### src/rtl/drr_req_arbiter.sv
// drr_req_arbiter: round-robin front end that shares one DRR calc engine between
// NUM_REQ requesters, with an in-block restoring divider. Define DRR_ARB_TIMEOUT_EN for the engine watchdog.
module drr_req_arbiter #(
    parameter int NUM_REQ        = 4,
    parameter int CLASS_WIDTH    = 5,
    parameter int WEIGHT_WIDTH   = 16,
    parameter int PKT_WIDTH      = 16,
    parameter int RESULT_WIDTH   = 32,
    parameter int TIMEOUT_CYCLES = 64
) (
    input  logic                            clk,
    input  logic                            rst,
    input  logic [NUM_REQ-1:0]              in_valid,
    output logic [NUM_REQ-1:0]              in_ready,
    input  logic [NUM_REQ*CLASS_WIDTH-1:0]  in_class_id,
    input  logic [NUM_REQ*WEIGHT_WIDTH-1:0] in_weight,
    input  logic [NUM_REQ*PKT_WIDTH-1:0]    in_pkt_len,
    output logic [NUM_REQ-1:0]              out_valid,
    output logic [RESULT_WIDTH-1:0]         out_data,
    output logic                            out_err,
    output logic                            eng_req_valid,
    output logic [CLASS_WIDTH-1:0]          eng_req_class_id,
    output logic [WEIGHT_WIDTH-1:0]         eng_req_class_weight,
    output logic [WEIGHT_WIDTH-1:0]         eng_req_div_quotient,
    output logic [WEIGHT_WIDTH-1:0]         eng_req_div_remain,
    input  logic                            eng_resp_valid,
    input  logic [RESULT_WIDTH-1:0]         eng_resp_data
);
    localparam int IDX_W = (NUM_REQ > 1) ? $clog2(NUM_REQ) : 1;
    localparam int CNT_W = $clog2(PKT_WIDTH + 1);

    typedef enum logic [2:0] {
        IDLE  = 3'd0,
        DIV   = 3'd1,
        ISSUE = 3'd2,
        WAIT  = 3'd3,
        RESP  = 3'd4
    } state_t;

    state_t                    state_r;
    logic [IDX_W-1:0]          rr_ptr_r;
    logic [IDX_W-1:0]          grant_r;
    logic [IDX_W-1:0]          grant_idx_s;
    logic [IDX_W:0]            cand_s;
    logic                      grant_found_s;
    logic [CLASS_WIDTH-1:0]    sel_class_s;
    logic [WEIGHT_WIDTH-1:0]   sel_weight_s;
    logic [PKT_WIDTH-1:0]      sel_len_s;
    logic [CLASS_WIDTH-1:0]    class_r;
    logic [WEIGHT_WIDTH-1:0]   weight_r;
    logic [WEIGHT_WIDTH-1:0]   rem_r;
    logic [WEIGHT_WIDTH-1:0]   rem_next_s;
    logic [PKT_WIDTH-1:0]      quo_r;
    logic [PKT_WIDTH-1:0]      quo_next_s;
    logic [WEIGHT_WIDTH:0]     trial_s;
    logic                      qbit_s;
    logic [CNT_W-1:0]          bit_cnt_r;
    logic [NUM_REQ-1:0]        out_valid_r;
    logic [RESULT_WIDTH-1:0]   out_data_r;
    logic                      out_err_r;
    logic                      eng_req_valid_r;
    logic [CLASS_WIDTH-1:0]    eng_class_r;
    logic [WEIGHT_WIDTH-1:0]   eng_weight_r;
    logic [WEIGHT_WIDTH-1:0]   eng_quo_r;
    logic [WEIGHT_WIDTH-1:0]   eng_rem_r;
`ifdef DRR_ARB_TIMEOUT_EN
    localparam int TO_W = $clog2(TIMEOUT_CYCLES + 1);
    logic [TO_W-1:0]           wait_cnt_r;
`endif

    // Round-robin search: first valid requester at or above rr_ptr_r, with wrap.
    always_comb begin
        grant_found_s = 1'b0;
        grant_idx_s   = '0;
        cand_s        = '0;
        for (int k = 0; k < NUM_REQ; k++) begin
            cand_s = {1'b0, rr_ptr_r} + (IDX_W+1)'(k);
            if (cand_s >= (IDX_W+1)'(NUM_REQ)) begin
                cand_s = cand_s - (IDX_W+1)'(NUM_REQ);
            end else begin
                cand_s = cand_s;
            end
            if (!grant_found_s && in_valid[cand_s[IDX_W-1:0]]) begin
                grant_found_s = 1'b1;
                grant_idx_s   = cand_s[IDX_W-1:0];
            end else begin
                grant_found_s = grant_found_s;
            end
        end
    end

    // Select the winning requester's request fields.
    always_comb begin
        sel_class_s  = '0;
        sel_weight_s = '0;
        sel_len_s    = '0;
        for (int i = 0; i < NUM_REQ; i++) begin
            if (IDX_W'(i) == grant_idx_s) begin
                sel_class_s  = in_class_id[i*CLASS_WIDTH +: CLASS_WIDTH];
                sel_weight_s = in_weight[i*WEIGHT_WIDTH +: WEIGHT_WIDTH];
                sel_len_s    = in_pkt_len[i*PKT_WIDTH +: PKT_WIDTH];
            end else begin
                sel_class_s  = sel_class_s;
            end
        end
    end

    // Accept is offered only while idle and never during reset.
    always_comb begin
        in_ready = '0;
        if (!rst && (state_r == IDLE) && grant_found_s) begin
            in_ready[grant_idx_s] = 1'b1;
        end else begin
            in_ready = '0;
        end
    end

    // One restoring-division step: shift in the next dividend bit, subtract if it fits.
    always_comb begin
        trial_s = {rem_r, quo_r[PKT_WIDTH-1]};
        if (trial_s >= {1'b0, weight_r}) begin
            rem_next_s = WEIGHT_WIDTH'(trial_s - {1'b0, weight_r});
            qbit_s     = 1'b1;
        end else begin
            rem_next_s = trial_s[WEIGHT_WIDTH-1:0];
            qbit_s     = 1'b0;
        end
        quo_next_s = {quo_r[PKT_WIDTH-2:0], qbit_s};
    end

    // Request sequencer: accept, divide, issue, wait for engine, respond.
    always_ff @(posedge clk) begin
        if (rst) begin
            state_r         <= IDLE;
            rr_ptr_r        <= '0;
            grant_r         <= '0;
            class_r         <= '0;
            weight_r        <= '0;
            rem_r           <= '0;
            quo_r           <= '0;
            bit_cnt_r       <= '0;
            out_valid_r     <= '0;
            out_data_r      <= '0;
            out_err_r       <= 1'b0;
            eng_req_valid_r <= 1'b0;
            eng_class_r     <= '0;
            eng_weight_r    <= '0;
            eng_quo_r       <= '0;
            eng_rem_r       <= '0;
`ifdef DRR_ARB_TIMEOUT_EN
            wait_cnt_r      <= '0;
`endif
        end else begin
            out_valid_r     <= '0;
            eng_req_valid_r <= 1'b0;
            case (state_r)
                IDLE: begin
                    if (grant_found_s) begin
                        grant_r   <= grant_idx_s;
                        class_r   <= sel_class_s;
                        weight_r  <= sel_weight_s;
                        quo_r     <= sel_len_s;
                        rem_r     <= '0;
                        bit_cnt_r <= '0;
                        rr_ptr_r  <= (grant_idx_s == IDX_W'(NUM_REQ - 1)) ? '0 : grant_idx_s + IDX_W'(1);
                        if (sel_weight_s == '0) begin
                            out_valid_r <= NUM_REQ'(1'b1) << grant_idx_s;
                            out_data_r  <= '0;
                            out_err_r   <= 1'b1;
                            state_r     <= RESP;
                        end else begin
                            state_r     <= DIV;
                        end
                    end else begin
                        state_r <= IDLE;
                    end
                end
                DIV: begin
                    quo_r     <= quo_next_s;
                    rem_r     <= rem_next_s;
                    bit_cnt_r <= bit_cnt_r + CNT_W'(1);
                    if (bit_cnt_r == CNT_W'(PKT_WIDTH - 1)) begin
                        eng_req_valid_r <= 1'b1;
                        eng_class_r     <= class_r;
                        eng_weight_r    <= weight_r;
                        eng_quo_r       <= WEIGHT_WIDTH'(quo_next_s);
                        eng_rem_r       <= rem_next_s;
                        state_r         <= ISSUE;
                    end else begin
                        state_r <= DIV;
                    end
                end
                ISSUE: begin
`ifdef DRR_ARB_TIMEOUT_EN
                    wait_cnt_r <= '0;
`endif
                    state_r <= WAIT;
                end
                WAIT: begin
                    if (eng_resp_valid) begin
                        out_valid_r <= NUM_REQ'(1'b1) << grant_r;
                        out_data_r  <= eng_resp_data;
                        out_err_r   <= 1'b0;
                        state_r     <= RESP;
`ifdef DRR_ARB_TIMEOUT_EN
                    end else if (wait_cnt_r == TO_W'(TIMEOUT_CYCLES - 1)) begin
                        out_valid_r <= NUM_REQ'(1'b1) << grant_r;
                        out_data_r  <= '0;
                        out_err_r   <= 1'b1;
                        state_r     <= RESP;
                    end else begin
                        wait_cnt_r  <= wait_cnt_r + TO_W'(1);
                        state_r     <= WAIT;
                    end
`else
                    end else begin
                        state_r     <= WAIT;
                    end
`endif
                end
                RESP: begin
                    state_r <= IDLE;
                end
                default: begin
                    state_r <= IDLE;
                end
            endcase
        end
    end

    assign out_valid            = out_valid_r;
    assign out_data             = out_data_r;
    assign out_err              = out_err_r;
    assign eng_req_valid        = eng_req_valid_r;
    assign eng_req_class_id     = eng_class_r;
    assign eng_req_class_weight = eng_weight_r;
    assign eng_req_div_quotient = eng_quo_r;
    assign eng_req_div_remain   = eng_rem_r;

endmodule

### config.mk
export PLATFORM = sky130hd
export DESIGN_NAME = drr_req_arbiter
export DESIGN_NICKNAME = d
export VERILOG_FILES = /design/src/rtl/drr_req_arbiter.sv
export SDC_FILE = /design/constraint.sdc
export NUM_CORES = 1
export LEC_CHECK = 0
export CORE_ASPECT_RATIO = 0.5
export CORE_MARGIN = 5
export CORE_UTILIZATION = 35
export DETAILED_ROUTE_END_ITERATION = 12
export GPL_TIMING_DRIVEN = 0
export HOLD_SLACK_MARGIN = 0.08
export PLACE_DENSITY_LB_ADDON = 0.3
export SLEW_MARGIN = 25
export SYNTH_ARGS = -nofsm -noshare
export SYNTH_HDL_FRONTEND = slang
export SYNTH_SLANG_ARGS = --single-unit
### constraint.sdc
create_clock -name clk -period 5.1 [get_ports clk]
set_input_delay 1.275 -clock clk [delete_from_list [all_inputs] [get_ports clk]]
set_output_delay 1.275 -clock clk [all_outputs]
set_load 0.02 [all_outputs]
==> qor.yml <==
status: "completed"
synth-seq-cells: 156
crit_required_ns: 3.83
placementRows: 38
fin_crit_sh_pct: 96.9
post_cts_buffers: 0
grt_pass1_vias: 8626
combPwrFrac_pct: 41.3
ant_nets: 0
clk_pin_slew_ns: 0.07
cp.arrival_ns: 3.67
clkPwrFrac_pct: 28.8
holdWs_ns: 0.457
worst_slack_ns: 0.158
dp.cells: 1568
fillCellCount: 2062
hp-start: "eng_req_class_weight[5]$_SDFFE_PP0P_"
ys_seq_area_share_pct: 39.6
synth_edf_count: 0
synth.most_common_cell: "nand2_1"
fin_setup_tns_ns: 0
fp.dieArea_sq_um: 25800
cts_root_buf: "clkbuf_16"
cp-end-kind: "output pin"
path_max_fanout: 19
area_growth_pct: 48.1
rsz0062_at_grt: "false"
numPortBuffers: 280
cts.sinks: 156
antenna_found_initial: 0
ys_top_cells_by_area: "dfxtp_1, nand2_1, a21oi_1, o211ai_1, a22o_1"
swShare_pct: 38.7
h-tree-depth: 4
synth_fp_nets: 1198
overflow: 0
wl_per_cell_um: 18.9
grt_use_met3_pct: 5.68
ir_drop_uv: 275
powerDensity_nw_per_um2: 404
dp_slack_ns: -0.929
p_sw_mw: 1.83
finalWirelength_um: 30100
clk_latency_ns: 0.42
holdBufCountCts: 0
seqPwrFrac_pct: 29.8
regToRegStartpoint: "rr_ptr_r[0]$_SDFFE_PP0P_"
cp-startpoint: "in_valid[0]"
fin_skew_ns: 0.00972
p_leak_nw: 4.23
cts_tree: "done"
drt-pass1-iter-count: 4
drv_slew: 0
track_usage_pct: 22.8
syn_area_sq_um: 7880
synth_cells: 988
drc: 0
drive_gt1_share_pct: 5.25
setup_viol: 0
async_flop_share_pct: 0
grt_first_pass_wirelength_um: 46700
vias: 8578
routabilityCongestion: 0.907
synth.largest_area_cell: "dfxtp_1"
fin_crit_ns: 4.94
grtUsageMet1_pct: 29.6
max-slew-margin-rel_pct: 43.4
finalPower_mw: 4.72
cts_buffers: 17
cts_max_path_buffers: 2
synth_area_per_cell_sq_um: 7.98
yosysUniqueCellTypes: 68
drv_cap: 0
yosysWarnings: 0
synth_top_area_share_pct: 39.6
path_class: "input pin to output pin"
hold_class: "flop to flop"
detailed_place_hpwl_um: 24500
chipWidth_um: 222
start_util_pct: 36.0
cp-start-kind: "input pin"
final_hold_viol_count: 0
core_sq_um: 21900
fmax_ghz: 0.202
max_slew.worst_pin.slew_ns: 0.844
final_cells: 1596
grt_max_degree: 20
final_net_count: 1493
io_pins: 282
internal_power_mw: 2.89
antenna_cells: 0
busiest_layer: "met2"
drtIter0Drc: 612
ys_top_cells_by_count: "nand2_1, dfxtp_1, a21oi_1"
ys.flop_type: "dfxtp_1"
gr-usage-met2_pct: 37.6
vias_per_cell: 5.37
fp.dieH_um: 116
logic make-up after synthesis:
family | share of synthesized area (%)
and+or+nand+nor | 19.8
AOI/OAI and AO/OA | 27.6
DFF | 39.6
buffers and inverters | 6.26
adders and majority gates | 3.75
xor gates and xnor gates | 1.56
muxes | 1.40
per-layer routing:
metal	wire length [um]	vias to the layer above	share of wire, %
met4	915	0	3.0
met2	13800	334	46
met3	1920	71	6.4
met5	0	-	0
li1	-	4127	-
met1	13500	4046	45
final timing paths:
| check | end | slack, ns | depth (start not counted) |
|---|---|---|---|
| max | in_ready[1] | 0.16 | 14 |
| min | eng_req_class_weight[5]$_SDFFE_PP0P_ | 0.46 | 2 |
| max reg2reg | out_data[26]$_SDFFE_PP0P_ | 1.36 | 17 |
| min reg2reg | eng_req_class_weight[5]$_SDFFE_PP0P_ | 0.46 | 2 |
sequential cells by signal (all words and copies together) (netlist names):
register              count
out_data                 32
eng_req_class_weight     16
eng_req_div_quotient     16
eng_req_div_remain       16
quo_r                    16
rem_r                    16
weight_r                 16
bit_cnt_r                 5
class_r                   5
eng_req_class_id          5
out_valid                 4
state_r                   3
grant_r                   2
rr_ptr_r                  2
eng_req_valid             1
out_err                   1
cell usage in the layout (no fill, tap or decap), types with 12 or more instances in the layout:
cell and instances:
clkdlybuf4s50_1 277, nand2_1 167, dfxtp_1 156, a21oi_1 124, nor2_1 79, clkbuf_1 50
o211ai_1 41, a22o_1 34, o21ai_0 33, inv_1 32, a22oi_1 30, nand3_1 27
ha_1 22, a211oi_1 18, clkbuf_16 17, o22ai_1 12
per-stage QoR:
step	instance area (sq um)	utilization, %
global route	11700	53.2
floorplan	7880	-
finish	11700	53.2
detailed placement	11100	50.5
CTS	11700	53.3
global placement	11100	50.5
cell type report:
class                   count  area [sq um]  area share, %
plain buffers              72           355           3.04
clock buffers              17           425           3.65
clock inverters            15           203           1.74
inverters                  33           126           1.08
multi-input cells         723          4270           36.6
flip-flops and latches    156          3120           26.8
well taps                 300           375           3.22
repair buffers            280          2790           23.9
power by group through the flow:
stage	combinational, mW	sequential (mW)	clock [mW]
2_1_floorplan	1.33	1.39	0
3_3_place_gp	1.88	1.43	0
3_5_place_dp	1.90	1.43	0
4_1_cts	1.91	1.41	1.38
5_1_grt	2.13	1.42	1.43
6_report	1.95	1.41	1.36
repair_timing:
action | in CTS | in global routing
gates resized for setup | 7 | 5
endpoints found under the setup margin | 4 | 3
gates cloned | 0 | 0
worst max-delay path, cell delays in order:
cell and delay, ns:
clkdlybuf4s50_1 0.42, inv_1 0.10, nor2_1 0.06, a21oi_1 0.14, nor2_1 0.07, a221oi_2 0.26
nand2_1 0.15, inv_1 0.11, ha_1 0.14, buf_4 0.17, buf_6 0.16, buf_8 0.20
and3_1 0.22, clkbuf_2 0.19
Power figures use the tool's default switching activity.
